<file path="config.mk">
export PLATFORM = sky130hd
export DESIGN_NAME = demod_frame_sched_flat
export DESIGN_NICKNAME = d
export VERILOG_FILES = /design/src/rtl/demod_frame_sched_if.sv /design/src/rtl/demod_frame_sched.sv /design/src/flat_wrapper.sv
export SDC_FILE = /design/constraint.sdc
export NUM_CORES = 1
export LEC_CHECK = 0
export ABC_AREA = 1
export CELL_PAD_IN_SITES_DETAIL_PLACEMENT = 1
export CELL_PAD_IN_SITES_GLOBAL_PLACEMENT = 2
export CORE_ASPECT_RATIO = 0.7
export CORE_UTILIZATION = 28
export CTS_CLUSTER_SIZE = 14
export DETAILED_ROUTE_END_ITERATION = 8
export PLACE_DENSITY_LB_ADDON = 0.1
export SYNTH_ARGS = -nofsm -noshare
export SYNTH_HDL_FRONTEND = slang
export SYNTH_SLANG_ARGS = --single-unit
</file>
<file path="constraint.sdc">
create_clock -name CLK_I -period 2.1 [get_ports CLK_I]
set_input_delay 0.21 -clock CLK_I [delete_from_list [all_inputs] [get_ports CLK_I]]
set_output_delay 0.21 -clock CLK_I [all_outputs]
set_load 0.005 [all_outputs]
</file>
<file path="src/rtl/demod_frame_sched_if.sv">
// Sample stream into the frame scheduler and data-carrier stream out to the demodulator.
interface demod_frame_sched_if;
  logic [31:0] DAT_I;
  logic        CYC_I, STB_I, WE_I, ACK_O;
  logic [31:0] DAT_O;
  logic        CYC_O, STB_O, WE_O, ACK_I;

  modport master (output DAT_I, CYC_I, STB_I, WE_I, ACK_I,
                  input  ACK_O, DAT_O, CYC_O, STB_O, WE_O);
  modport slave  (input  DAT_I, CYC_I, STB_I, WE_I, ACK_I,
                  output ACK_O, DAT_O, CYC_O, STB_O, WE_O);
endinterface

</file>
<file path="src/rtl/demod_frame_sched.sv">
// OFDM frame scheduler: strips and decodes the header symbol, forwards data carriers,
// diverts pilots to a capture port and counts data symbols until the frame completes.
module demod_frame_sched #(
  parameter int          NCAR    = 52,
  parameter int          NSYM    = 10,
  parameter int          HDR_IDX = 6,
  parameter int          PIL0    = 6,
  parameter int          PIL1    = 20,
  parameter int          PIL2    = 31,
  parameter int          PIL3    = 45,
  parameter logic [15:0] QAM_TH  = 16'd1024,
  parameter logic [15:0] QPSK_TH = 16'd128
) (
  input  logic                 CLK_I,
  input  logic                 RST_I,
  demod_frame_sched_if.slave   bus,
  output logic                 QAM,
  output logic                 QPSK,
  output logic [31:0]          PIL_DAT,
  output logic [1:0]           PIL_IDX,
  output logic                 PIL_VAL,
  output logic [7:0]           SYM_CNT,
  output logic                 MODE_ERR,
  output logic                 FRM_DONE
);
  localparam int CW = (NCAR > 1) ? $clog2(NCAR) : 1;

  typedef enum logic [2:0] {S_IDLE, S_HDR, S_DATA, S_DONE, S_DROP} state_t;

  state_t         state_q, state_d;
  logic [CW-1:0]  car_q, car_d;
  logic [7:0]     sym_q, sym_d;
  logic [15:0]    hdr_re_q, hdr_re_d;
  logic           qam_q, qam_d, qpsk_q, qpsk_d;
  logic [31:0]    dat_o_q, dat_o_d;
  logic           stb_o_q, stb_o_d, cyc_o_q, cyc_o_d;
  logic [31:0]    pil_dat_q, pil_dat_d;
  logic [1:0]     pil_idx_q, pil_idx_d;
  logic           pil_val_q, pil_val_d;
  logic           mode_err_q, mode_err_d, frm_done_q, frm_done_d;

  logic        ena, out_halt, acc, car_last, is_hdr_car, pil_hit;
  logic [1:0]  pil_k;
  logic [15:0] hdr_re;

  assign ena        = bus.CYC_I & bus.STB_I & bus.WE_I;
  assign out_halt   = stb_o_q & ~bus.ACK_I;
  assign acc        = ena & ~out_halt;
  assign car_last   = (car_q == CW'(NCAR - 1));
  assign is_hdr_car = (car_q == CW'(HDR_IDX));
  // Bypass lets the decode work even when the mode carrier is the last header carrier.
  assign hdr_re     = is_hdr_car ? bus.DAT_I[15:0] : hdr_re_q;

  always_comb begin
    pil_hit = 1'b1;
    pil_k   = 2'd0;
    if      (car_q == CW'(PIL0)) pil_k = 2'd0;
    else if (car_q == CW'(PIL1)) pil_k = 2'd1;
    else if (car_q == CW'(PIL2)) pil_k = 2'd2;
    else if (car_q == CW'(PIL3)) pil_k = 2'd3;
    else                         pil_hit = 1'b0;
  end

  always_comb begin
    state_d    = state_q;
    car_d      = car_q;
    sym_d      = sym_q;
    hdr_re_d   = hdr_re_q;
    qam_d      = qam_q;
    qpsk_d     = qpsk_q;
    dat_o_d    = dat_o_q;
    stb_o_d    = out_halt ? stb_o_q : 1'b0;
    cyc_o_d    = (~bus.CYC_I & ~stb_o_q) ? 1'b0 : cyc_o_q;
    pil_dat_d  = pil_dat_q;
    pil_idx_d  = pil_idx_q;
    pil_val_d  = 1'b0;
    mode_err_d = 1'b0;
    frm_done_d = 1'b0;

    case (state_q)
      S_IDLE: begin
        if (acc) begin
          state_d = S_HDR;
          car_d   = CW'(1);
          if (is_hdr_car) hdr_re_d = bus.DAT_I[15:0];
        end
      end
      S_HDR: begin
        if (acc) begin
          if (is_hdr_car) hdr_re_d = bus.DAT_I[15:0];
          if (car_last) begin
            car_d = '0;
            if (!hdr_re[15] && hdr_re >= QAM_TH) begin
              qam_d   = 1'b1;
              state_d = S_DATA;
            end else if (!hdr_re[15] && hdr_re >= QPSK_TH) begin
              qpsk_d  = 1'b1;
              state_d = S_DATA;
            end else begin
              mode_err_d = 1'b1;
              state_d    = S_DROP;
            end
          end else begin
            car_d = car_q + CW'(1);
          end
        end else if (!bus.CYC_I) begin
          state_d = S_IDLE;
          car_d   = '0;
          sym_d   = '0;
        end
      end
      S_DATA: begin
        if (acc) begin
          if (pil_hit) begin
            pil_dat_d = bus.DAT_I;
            pil_idx_d = pil_k;
            pil_val_d = 1'b1;
          end else begin
            dat_o_d = bus.DAT_I;
            stb_o_d = 1'b1;
            cyc_o_d = 1'b1;
          end
          if (car_last) begin
            car_d = '0;
            sym_d = sym_q + 8'd1;
            if (sym_q == 8'(NSYM - 1)) begin
              frm_done_d = 1'b1;
              state_d    = S_DONE;
            end
          end else begin
            car_d = car_q + CW'(1);
          end
        end else if (!bus.CYC_I) begin
          // Abort: the output register keeps draining on its own.
          state_d = S_IDLE;
          car_d   = '0;
          sym_d   = '0;
          qam_d   = 1'b0;
          qpsk_d  = 1'b0;
        end
      end
      default: begin
        if (!bus.CYC_I) begin
          state_d = S_IDLE;
          car_d   = '0;
          sym_d   = '0;
          qam_d   = 1'b0;
          qpsk_d  = 1'b0;
        end
      end
    endcase
  end

  always_ff @(posedge CLK_I or negedge RST_I) begin
    if (!RST_I) begin
      state_q    <= S_IDLE;
      car_q      <= '0;
      sym_q      <= '0;
      hdr_re_q   <= '0;
      qam_q      <= 1'b0;
      qpsk_q     <= 1'b0;
      dat_o_q    <= '0;
      stb_o_q    <= 1'b0;
      cyc_o_q    <= 1'b0;
      pil_dat_q  <= '0;
      pil_idx_q  <= '0;
      pil_val_q  <= 1'b0;
      mode_err_q <= 1'b0;
      frm_done_q <= 1'b0;
    end else begin
      state_q    <= state_d;
      car_q      <= car_d;
      sym_q      <= sym_d;
      hdr_re_q   <= hdr_re_d;
      qam_q      <= qam_d;
      qpsk_q     <= qpsk_d;
      dat_o_q    <= dat_o_d;
      stb_o_q    <= stb_o_d;
      cyc_o_q    <= cyc_o_d;
      pil_dat_q  <= pil_dat_d;
      pil_idx_q  <= pil_idx_d;
      pil_val_q  <= pil_val_d;
      mode_err_q <= mode_err_d;
      frm_done_q <= frm_done_d;
    end
  end

  assign bus.ACK_O = acc;
  assign bus.DAT_O = dat_o_q;
  assign bus.STB_O = stb_o_q;
  assign bus.WE_O  = stb_o_q;
  assign bus.CYC_O = cyc_o_q;
  assign QAM       = qam_q;
  assign QPSK      = qpsk_q;
  assign PIL_DAT   = pil_dat_q;
  assign PIL_IDX   = pil_idx_q;
  assign PIL_VAL   = pil_val_q;
  assign SYM_CNT   = sym_q;
  assign MODE_ERR  = mode_err_q;
  assign FRM_DONE  = frm_done_q;
endmodule

</file>
<file path="src/flat_wrapper.sv">
// flat-port wrapper written by rule: the top's interface ports become plain ports
module demod_frame_sched_flat 
#(
  parameter int          NCAR    = 52,
  parameter int          NSYM    = 10,
  parameter int          HDR_IDX = 6,
  parameter int          PIL0    = 6,
  parameter int          PIL1    = 20,
  parameter int          PIL2    = 31,
  parameter int          PIL3    = 45,
  parameter logic [15:0] QAM_TH  = 16'd1024,
  parameter logic [15:0] QPSK_TH = 16'd128
)
  (CLK_I, RST_I, QAM, QPSK, PIL_DAT, PIL_IDX, PIL_VAL, SYM_CNT, MODE_ERR, FRM_DONE, bus_DAT_I, bus_CYC_I, bus_STB_I, bus_WE_I, bus_ACK_I, bus_ACK_O, bus_DAT_O, bus_CYC_O, bus_STB_O, bus_WE_O);
  demod_frame_sched_if bus_i ();
  input  logic CLK_I;
  input  logic RST_I;
  output logic QAM;
  output logic QPSK;
  output logic [31:0] PIL_DAT;
  output logic [1:0] PIL_IDX;
  output logic PIL_VAL;
  output logic [7:0] SYM_CNT;
  output logic MODE_ERR;
  output logic FRM_DONE;
  input wire logic [$bits(bus_i.DAT_I)-1:0] bus_DAT_I;
  input wire logic [$bits(bus_i.CYC_I)-1:0] bus_CYC_I;
  input wire logic [$bits(bus_i.STB_I)-1:0] bus_STB_I;
  input wire logic [$bits(bus_i.WE_I)-1:0] bus_WE_I;
  input wire logic [$bits(bus_i.ACK_I)-1:0] bus_ACK_I;
  output wire logic [$bits(bus_i.ACK_O)-1:0] bus_ACK_O;
  output wire logic [$bits(bus_i.DAT_O)-1:0] bus_DAT_O;
  output wire logic [$bits(bus_i.CYC_O)-1:0] bus_CYC_O;
  output wire logic [$bits(bus_i.STB_O)-1:0] bus_STB_O;
  output wire logic [$bits(bus_i.WE_O)-1:0] bus_WE_O;
  assign bus_i.DAT_I = bus_DAT_I;
  assign bus_i.CYC_I = bus_CYC_I;
  assign bus_i.STB_I = bus_STB_I;
  assign bus_i.WE_I = bus_WE_I;
  assign bus_i.ACK_I = bus_ACK_I;
  assign bus_ACK_O = bus_i.ACK_O;
  assign bus_DAT_O = bus_i.DAT_O;
  assign bus_CYC_O = bus_i.CYC_O;
  assign bus_STB_O = bus_i.STB_O;
  assign bus_WE_O = bus_i.WE_O;
  demod_frame_sched #(.NCAR(NCAR), .NSYM(NSYM), .HDR_IDX(HDR_IDX), .PIL0(PIL0), .PIL1(PIL1), .PIL2(PIL2), .PIL3(PIL3), .QAM_TH(QAM_TH), .QPSK_TH(QPSK_TH)) u_core (.CLK_I(CLK_I), .RST_I(RST_I), .bus(bus_i), .QAM(QAM), .QPSK(QPSK), .PIL_DAT(PIL_DAT), .PIL_IDX(PIL_IDX), .PIL_VAL(PIL_VAL), .SYM_CNT(SYM_CNT), .MODE_ERR(MODE_ERR), .FRM_DONE(FRM_DONE));
endmodule
</file>
==> impl_metrics.toml, run 1 <==
[critical_path]
crit_required_ns = 2.39
r2r-end = "u_core.QAM"
startpoint = "u_core.car_q[0]"
critical_path_class = "reg2reg"
reg2reg_slack_ns = 0.16
worst_r2r_path_depth = 11
path_max_fanout = 6
crit_arrival_ns = 2.23
endpoint = "u_core.QAM"
cp-end-kind = "flip-flop"
reg2reg_from = "u_core.car_q[0]"
cp-start-kind = "flip-flop"

[cells_and_area]
nets = 703
diodes = 0
drive_gt1_share_pct = 11.6
syn_to_final_growth_pct = 38.1

[sta]
setup_viol = 0
hold_violations = 0
timing.final.ws_setup_ns = 0.159
tightest_slew_ns = 0.696
rsz0062_at_grt = "false"
slew_headroom_pct = 53.6
fin_crit_sh_pct = 92.4
fmax_mhz = 515
slew_violations = 0
min_period_ns = 1.94
finClkSkew_ns = 0.00657

[clock_tree]
insertion_delay_ns = 0.35
ctsHtreeMaxLevel = 3
clock_path_buffers = 2
ctsRootBufferMaster = "clkbuf_16"
post-cts-setup-buffer-count = 0
clkTransAtPathRegs_ns = 0.07
cts_sinks = 99
cts_buffers = 9
cts_tree = "yes"

[routing]
vias = 3945
drtIter0Drc = 193
drt-total-wl_mm = 13.8
vias_per_cell = 4.47
detail_route.drc_violations = 0
wire_per_inst_um = 15.7
dr.pass1.iters = 4
antenna_left = 0

[power_and_ir_drop]
power_density_nw_per_um2 = 896
p_total_w = 0.00568
leakage_nw = 3.02
ir_worst_vdd_mv = 0.382

[worst_hold_path]
min_path_type = "in2reg"

[synthesis]
synth_edf_count = 0
yosysUniqueCellTypes = 36
synth_commonest_cells = "nand2_1 (188), dfrtp_1 (99), inv_1 (49)"
synth_area_leader_cell = "dfrtp_1"
synthMostInstantiatedCell = "nand2_1"
synth_top_area_share_pct = 54.0
synth-seq-area-share_pct = 54.0
synth_nets = 573
synth_flop_cell = "dfrtp_1"
ys.warnings.count = 0
synth_area_um2 = 4590
yosys-top-cells-area = "dfrtp_1 (54%), nand2_1 (15%), inv_1 (4.0%), o21ai_2 (3.4%), o21ai_0 (3.4%)"
ys_seq_elements = 99
syn_inst = 529
postSynthAreaPerCell_um2 = 8.68
synthArstFlopShare_pct = 100

[placement]
hpwl_mm = 10.0
pre_cts_ws_ns = -0.0796
port-buffer-count = 120
gp_congestion = 0.796

[global_routing]
grt_max_degree = 52
grt_pass1_wl_mm = 22.8
antenna_found_initial = 0
track_usage_pct = 17.7
grt_remaining_overflow = 0
grt_pass1_vias = 4173

[floorplan]
die_x_um = 155
die_height_um = 109
std_cell_rows = 38
core_um2 = 15700
start_util_pct = 29.2
die-area_um2 = 16900
num_io_pins = 121

[status]
status = "completed"

[run]
drv_cap = 0
==> repair_timing <==
item | CTS | global route
setup endpoints to repair | 34 | 43
hold endpoints to repair | 45 | 0
gates cloned | 0 | 0
hold buffers | 1 | 0
gates resized for setup | 1 | 7
==> registers in the layout, indices dropped and copies added (netlist names), 2 cells and up <==
register	flops
u_core.SYM_CNT	8
u_core.hdr_re_q	9
u_core.bus.DAT_O	32
u_core.state_q	3
u_core.car_q	6
u_core.PIL_DAT	32
u_core.PIL_IDX	2
==> report_power, final <==
group / internal [W] / total (W) / switching [W]
Clock: 0.000786 / 0.00153 / 0.000742
Combinational: 0.000859 / 0.00171 / 0.000855
Sequential: 0.00223 / 0.00244 / 0.000209
==> critical path: stages (launching register included) <==
cell     delay, ns
dfrtp_1       0.43
inv_1         0.17
ha_2          0.26
nand3_2       0.16
buf_4         0.19
nand2_1       0.05
nand2_1       0.07
nand3_1       0.17
nor2_1        0.10
nor2_1        0.13
nand3_1       0.09
nand2_1       0.07
==> cells in the final DEF, fill, tap and decap left out, types with 5 or more instances in the layout <==
cell type	count
buf_4	14
nand2_2	6
nor2_1	22
nand4_1	7
nand2_1	188
inv_1	49
nand3_1	25
o21ai_0	29
clkdlybuf4s50_1	119
ha_1	5
a21oi_1	9
o21ai_2	18
o21ai_1	17
dfrtp_1	99
nor2_4	5
clkbuf_16	9
==> layer usage <==
metal | up-vias | GRT usage, % | routed length, µm
met5 | - | 0 | 0
met4 | 0 | 5.30 | 133
met1 | 1901 | 24.4 | 6680
met3 | 12 | 6.24 | 1040
met2 | 99 | 26.0 | 5990
li1 | 1933 | - | -
==> layout make-up <==
| class | count | area [µm²] |
|---|---|---|
| Tap cell | 220 | 275 |
| Sequential cell | 99 | 2480 |
| Clock buffer | 9 | 225 |
| Multi-Input combinational cell | 358 | 1770 |
| Inverter | 55 | 215 |
| Fill cell | 1831 | 9400 |
| Clock inverter | 5 | 32.5 |
| Timing Repair Buffer | 136 | 1350 |
==> worst min path at each step <==
| stage | start | end | cells past startpoint | slack [ns] |
|---|---|---|---|---|
| 6_report | bus_DAT_I[22] | u_core.PIL_DAT[22] | 3 | 0.43 |
| 5_1_grt | bus_DAT_I[6] | u_core.bus.DAT_O[6] | 3 | 0.42 |
| 4_1_cts | bus_DAT_I[23] | u_core.PIL_DAT[23] | 3 | 0.41 |
| 3_5_place_dp | RST_I | u_core.SYM_CNT[0] | 1 | 0.31 |
| 3_3_place_gp | RST_I | u_core.SYM_CNT[1] | 1 | 0.31 |
| 2_1_floorplan | RST_I | u_core.FRM_DONE | 0 | -0.09 |
==> logic make-up after synthesis <==
logic type | Yosys count | share of synthesized area, %
simple gates | 270 | 25.7
flops | 99 | 54.0
xor+xnor | 1 | 0.191
buf+inv | 72 | 7.80
fa+ha+maj | 6 | 1.64
compound gates | 81 | 10.7
==> stage by stage <==
step	hold slack, ns	instance area [µm²]	setup TNS (ns)	cells	utilization [%]
6_report	0.425	6340	0	882	40.3
5_1_grt	0.417	6340	0	882	40.3
4_1_cts	0.414	6320	0	882	40.2
3_3_place_gp	0.311	6050	0	867	38.5
3_5_place_dp	0.308	6050	-0.668	867	38.5
2_1_floorplan	-0.0856	4590	0	529	-
Note: power is estimated with default switching activity, not from simulation.
==> run 2, diff against run 1 <==
--- a/config.mk
+++ b/config.mk
@@ -6,6 +6,7 @@
 export NUM_CORES = 1
 export LEC_CHECK = 0
 export ABC_AREA = 1
+export CAP_MARGIN = 40
 export CELL_PAD_IN_SITES_DETAIL_PLACEMENT = 1
 export CELL_PAD_IN_SITES_GLOBAL_PLACEMENT = 2
 export CORE_ASPECT_RATIO = 0.7
@@ -13,6 +14,7 @@
 export CTS_CLUSTER_SIZE = 14
 export DETAILED_ROUTE_END_ITERATION = 8
 export PLACE_DENSITY_LB_ADDON = 0.1
+export SLEW_MARGIN = 20
 export SYNTH_ARGS = -nofsm -noshare
 export SYNTH_HDL_FRONTEND = slang
 export SYNTH_SLANG_ARGS = --single-unit
==> results of run 2 <==
Same layout as run 1: the final DEF is identical, and so are final timing and power.
